### src/rtl/cast_scheduler.sv
// cast_scheduler: gathers one ifmap, filter and partial-sum operand, issues them
// to the MultiCaster as one pass, waits (bounded) for the returned psum and
// hands it to the buffer.
//
// Ports
//   clk, rstn                      clock, synchronous active-low reset
//   ifmap_/fltr_/psum_ valid,ready,data   operand handshakes (one slot each)
//   cfg_tag                        tag latched for the next pass
//   caster_en                      {psum,fltr,ifmap} enable, one cycle per pass
//   bus_tag, ifmap_bus, fltr_bus, psum_bus   pass tag and slot contents
//   caster_ready, caster_valid, result_data  caster side handshake / result
//   out_valid, out_ready, out_data result handshake to the buffer
//   pass_cnt                       completed passes, 8-bit wrap
//   err_timeout                    one-cycle pulse on a WAIT abort
module cast_scheduler #(
  parameter int unsigned DATA_WIDTH = 16,
  parameter int unsigned TAG_WIDTH  = 4,
  parameter int unsigned TIMEOUT    = 256
) (
  input  logic                      clk,
  input  logic                      rstn,
  input  logic                      ifmap_valid,
  output logic                      ifmap_ready,
  input  logic [DATA_WIDTH-1:0]     ifmap_data,
  input  logic                      fltr_valid,
  output logic                      fltr_ready,
  input  logic [DATA_WIDTH-1:0]     fltr_data,
  input  logic                      psum_valid,
  output logic                      psum_ready,
  input  logic [2*DATA_WIDTH-1:0]   psum_data,
  input  logic [TAG_WIDTH-1:0]      cfg_tag,
  output logic [2:0]                caster_en,
  output logic [TAG_WIDTH-1:0]      bus_tag,
  output logic [DATA_WIDTH-1:0]     ifmap_bus,
  output logic [DATA_WIDTH-1:0]     fltr_bus,
  output logic [2*DATA_WIDTH-1:0]   psum_bus,
  input  logic                      caster_ready,
  input  logic                      caster_valid,
  input  logic [2*DATA_WIDTH-1:0]   result_data,
  output logic                      out_valid,
  input  logic                      out_ready,
  output logic [2*DATA_WIDTH-1:0]   out_data,
  output logic [7:0]                pass_cnt,
  output logic                      err_timeout
);

  localparam int unsigned CW = (TIMEOUT > 1) ? $clog2(TIMEOUT) : 1;

  typedef enum logic [1:0] {
    ST_COLLECT = 2'd0,
    ST_ISSUE   = 2'd1,
    ST_WAIT    = 2'd2,
    ST_DRAIN   = 2'd3
  } state_t;

  state_t        state;
  logic          ifmap_full;
  logic          fltr_full;
  logic          psum_full;
  logic [CW-1:0] tcnt;
  logic          in_collect;
  logic          timeout_hit;

  assign in_collect  = (state == ST_COLLECT);
  assign timeout_hit = (tcnt == CW'(TIMEOUT - 1));

  // Slot acceptance; rstn gating keeps readys low during reset regardless of state.
  assign ifmap_ready = in_collect & ~ifmap_full & rstn;
  assign fltr_ready  = in_collect & ~fltr_full  & rstn;
  assign psum_ready  = in_collect & ~psum_full  & rstn;

  // Enable fires in the same cycle the caster reports ready; that cycle also
  // moves the FSM to WAIT, so it is high exactly once per pass.
  assign caster_en = (rstn && (state == ST_ISSUE) && caster_ready) ? 3'b111 : 3'b000;

  // Pass sequencer: slots, flags, tag, timeout counter and result register.
  always_ff @(posedge clk) begin
    if (!rstn) begin
      state       <= ST_COLLECT;
      ifmap_full  <= 1'b0;
      fltr_full   <= 1'b0;
      psum_full   <= 1'b0;
      ifmap_bus   <= '0;
      fltr_bus    <= '0;
      psum_bus    <= '0;
      bus_tag     <= '0;
      out_data    <= '0;
      out_valid   <= 1'b0;
      pass_cnt    <= '0;
      err_timeout <= 1'b0;
      tcnt        <= '0;
    end else begin
      err_timeout <= 1'b0;
      case (state)
        ST_COLLECT: begin
          if (ifmap_valid && ifmap_ready) begin
            ifmap_bus  <= ifmap_data;
            ifmap_full <= 1'b1;
          end
          if (fltr_valid && fltr_ready) begin
            fltr_bus  <= fltr_data;
            fltr_full <= 1'b1;
          end
          if (psum_valid && psum_ready) begin
            psum_bus  <= psum_data;
            psum_full <= 1'b1;
          end
          // Flags are registered, so the pass starts one edge after the last accept.
          if (ifmap_full && fltr_full && psum_full) begin
            bus_tag <= cfg_tag;
            state   <= ST_ISSUE;
          end
        end
        ST_ISSUE: begin
          if (caster_ready) begin
            tcnt  <= '0;
            state <= ST_WAIT;
          end
        end
        ST_WAIT: begin
          // A result arriving on the last allowed cycle still counts.
          if (caster_valid) begin
            out_data  <= result_data;
            out_valid <= 1'b1;
            state     <= ST_DRAIN;
          end else if (timeout_hit) begin
            err_timeout <= 1'b1;
            ifmap_full  <= 1'b0;
            fltr_full   <= 1'b0;
            psum_full   <= 1'b0;
            state       <= ST_COLLECT;
          end else begin
            tcnt <= tcnt + CW'(1);
          end
        end
        ST_DRAIN: begin
          if (out_ready) begin
            out_valid  <= 1'b0;
            ifmap_full <= 1'b0;
            fltr_full  <= 1'b0;
            psum_full  <= 1'b0;
            pass_cnt   <= pass_cnt + 8'd1;
            state      <= ST_COLLECT;
          end
        end
        default: state <= ST_COLLECT;
      endcase
    end
  end

endmodule
### config.mk
export PLATFORM = sky130hd
export DESIGN_NAME = cast_scheduler
export DESIGN_NICKNAME = d
export VERILOG_FILES = /design/src/rtl/cast_scheduler.sv
export SDC_FILE = /design/constraint.sdc
export NUM_CORES = 1
export LEC_CHECK = 0
export ABC_AREA = 1
export BUFFER_PORTS_ARGS = -buffer_cell sky130_fd_sc_hd__clkbuf_2
export CORE_ASPECT_RATIO = 0.6
export CORE_MARGIN = 2
export CORE_UTILIZATION = 40
export CTS_CLUSTER_SIZE = 20
export DETAILED_ROUTE_END_ITERATION = 8
export PLACE_DENSITY = 0.7
export SYNTH_ARGS = -nofsm -noshare
export SYNTH_HDL_FRONTEND = slang
export SYNTH_SLANG_ARGS = --single-unit
### constraint.sdc
create_clock -name clk -period 1.6 [get_ports clk]
set_clock_uncertainty 0.1 [all_clocks]
set_input_delay 0.24 -clock clk [delete_from_list [all_inputs] [get_ports clk]]
set_output_delay 0.24 -clock clk [all_outputs]
set_load 0.05 [all_outputs]
==> impl_metrics.env <==
export IMPL_outcome="finished with violations"
export IMPL_violations="setup timing"
export IMPL_clockRootBuffer="clkbuf_16"
export IMPL_rsz0062_at_grt="true"
export IMPL_synth_area_leader_cell="dfxtp_1"
export IMPL_grt_usage_pct=23.7
export IMPL_crit_path_max_incr_delay_ps=370
export IMPL_syn_area_sq_mm=0.00504
export IMPL_setup_worst_path_end_class="primary output"
export IMPL_drt_met1_wl_mm=7.26
export IMPL_postRouteAntennaNets=0
export IMPL_n_antenna_cell=0
export IMPL_synth_cells=655
export IMPL_place_area_sq_mm=0.00643
export IMPL_p_int_uw=7190
export IMPL_grt_start_max_net_pins=38
export IMPL_io_buffers=223
export IMPL_wl_met3_mm=1.17
export IMPL_arrival_ps=1320
export IMPL_stdcell_count=1161
export IMPL_finalCritPeriodShare_pct=104
export IMPL_gp_congestion=0.862
export IMPL_hold_class="in -> reg"
export IMPL_drt_first_iter_violations=300
export IMPL_routed_wl_mm=16.1
export IMPL_postSynth_asyncResetShare_pct=0
export IMPL_synth_top_flop_cell="dfxtp_1"
export IMPL_p_leak_uw=0.00363
export IMPL_htreeDepth=4
export IMPL_antenna_found_initial=0
export IMPL_wl_per_cell_microns=13.9
export IMPL_ys_types=29
export IMPL_slew_violations=0
export IMPL_clock_path_buffers=2
export IMPL_hpwl_mm=9.88
export IMPL_dieHeight_microns=90.9
export IMPL_crit_required_ps=1260
export IMPL_rr_startpoint="tcnt[0]"
export IMPL_dr_pass1_iters=5
export IMPL_crit_fanout=4
export IMPL_syn_area_per_cell_sq_um=7.69
export IMPL_grt_pass1_wl_mm=26.2
export IMPL_die_w_microns=149
export IMPL_rr_worst_depth=8
export IMPL_startpoint_type="flop"
export IMPL_fmax_ghz=0.601
export IMPL_synth_top_area_share_pct=48.9
export IMPL_crit_path_top_delay_cell="dfxtp_4"
export IMPL_critical_path_class="reg -> out"
export IMPL_r2r_end="state[1]"
export IMPL_row_count=31
export IMPL_ir_worst_vdd_mv=0.898
export IMPL_viasPerCell=4.90
export IMPL_clock_latency_ps=400
export IMPL_p_per_area_mw_per_mm2=1430
export IMPL_synth_area_leaders="dfxtp_1 49%, nand3_1 12%, nand2_1 11%"
export IMPL_comb_power_share_pct=38.7
export IMPL_drc=0
export IMPL_io_pins=224
export IMPL_synth_edf_count=0
export IMPL_clock_sinks=123
export IMPL_synth_nets=765
export IMPL_clk_pin_slew_ps=60
export IMPL_fp_coreArea_sq_mm=0.0122
export IMPL_final_area_sq_mm=0.00818
export IMPL_grt_pass1_vias=5445
export IMPL_final_setup_worst_slack_ps=-63.3
export IMPL_hold_viol=0
export IMPL_nNetsFinal=1096
export IMPL_reg2reg_setup_slack_ps=60
export IMPL_route_top_layer_used="met4"
export IMPL_p_seq_share_pct=31.5
export IMPL_endpoint="caster_en[2]"
export IMPL_numCtsBuffers=17
export IMPL_maxCapViolations=0
export IMPL_post_synth_top_count_cell="nand2_1"
export IMPL_min_period_ps=1660
export IMPL_overflow=0
export IMPL_cp_startpoint="state[1]"
export IMPL_dr_wl_met2_mm=7.33
export IMPL_p_clk_share_pct=29.9
export IMPL_cts_tree="yes"
export IMPL_worstMarginPinSlew_ps=344
export IMPL_die_area_sq_mm=0.0135
export IMPL_start_util_pct=41.4
export IMPL_post_place_cells=1025
export IMPL_dr_total_vias=5685
export IMPL_area_growth_syn_to_layout_pct=62.4
export IMPL_setup_violations=6
export IMPL_ys_seq_elements=123
export IMPL_slew_headroom_pct=77.1
export IMPL_synthTopCellsByCount="151 x nand2_1, 123 x dfxtp_1, 116 x nand3_1"
export IMPL_layout_drive_gt1_share_pct=32.4
export IMPL_p_sw_uw=4480
export IMPL_yosys_warnings=0
export IMPL_ys_seq_area_share_pct=48.9
export IMPL_swShare_pct=38.4
export IMPL_crit_chain="inv_2 -> nand2_4 -> nor3_4 -> buf_6 -> buf_8"
-- cell families (layout without fill, tap and decap cells) --
group | count (synthesis) | after routing | synth area share (%)
flops | 123 | 123 | 48.9
fa+ha+maj | 2 | 2 | 0.497
xor+xnor | 1 | 1 | 0.174
simple gates | 330 | 330 | 30.9
compound gates | 121 | 121 | 12.1
buf+inv | 78 | 419 | 7.43
-- what timing repair did --
action / 4_1_cts / 5_1_grt
setup endpoints to repair: 27 / 36
buffers inserted: 5 / 4
hold buffers: 97 / 1
pin swaps: 2 / 4
endpoints found under the hold margin: 97 / 1
resized for setup: 22 / 18
-- sequential cells by signal (all words and copies together) (netlist names) --
register,flops
bus_tag,4
psum_full,1
fltr_full,1
err_timeout,1
psum_bus,32
fltr_bus,16
out_valid,1
state,2
ifmap_bus,16
tcnt,8
ifmap_full,1
pass_cnt,8
out_data,32
-- placed cells by master (no fill, tap or decap), types with 3 or more instances in the layout --
cell / n
clkbuf_2: 217
nand2_1: 149
dfxtp_1: 119
nand3_1: 115
a21oi_1: 110
dlygate4sd3_1: 98
nor2_1: 30
buf_4: 28
inv_1: 26
clkbuf_16: 20
o21ai_0: 8
buf_12: 8
nand4_1: 6
nor2_8: 4
inv_2: 4
nand2_4: 4
nand3_2: 4
clkinv_2: 4
nor2_2: 3
clkinvlp_4: 3
buf_8: 3
-- worst min path at each step --
stage                       from      endpoint  slack, ps  cells after the start
finish              psum_data[7]   psum_bus[7]         10                      3
global route        psum_data[7]   psum_bus[7]         20                      3
CTS                 psum_data[7]   psum_bus[7]          2                      3
detailed placement  psum_bus[20]  psum_bus[20]        350                      2
global placement     fltr_bus[4]   fltr_bus[4]        350                      2
floorplan             cfg_tag[0]    bus_tag[0]        270                      2
-- cell type report --
cell class / count / area [sq um]
inverter: 31 / 119
multi-input combinational: 454 / 2270
timing repair buffer: 359 / 2580
sequential: 123 / 2470
clock inverter: 8 / 72.6
fill: 964 / 4000
clock buffer: 21 / 460
tap: 165 / 206
-- stage by stage --
step           util, %  total power, uW  setup TNS (ps)  worst slack (ps)  hold slack (ps)
2_1_floorplan        -             6590           -97.0             -48.5              275
3_3_place_gp      52.8             7570               0              29.2              351
3_5_place_dp      52.8             7570           -52.2             -19.6              354
4_1_cts           66.3            11500            -716              -162             2.12
5_1_grt           67.2            12200            -656              -114             19.6
6_report          67.2            11700            -323             -63.3             13.2
-- power groups by stage --
stage / registers (uW) / logic [uW] / clock network (uW)
after detailed placement: 3720 / 3850 / 0
final: 3680 / 4510 / 3490
after floorplan: 4660 / 1930 / 0
after CTS: 3660 / 4320 / 3540
after global routing: 3720 / 4850 / 3680
after global placement: 3720 / 3850 / 0
-- per-layer routing --
metal  GRT usage (%)  vias up
li1                -     2856
met1            31.0     2588
met2            37.0      211
met3            6.87       30
met4            9.52        0
met5               0        -
-- critical path: cells and delay by family, from the launching register on --
kind          cells  cell delay [ps]
flops             1              370
buf+inv           3              380
simple gates      2              170
(Power assumes the default switching activity.)
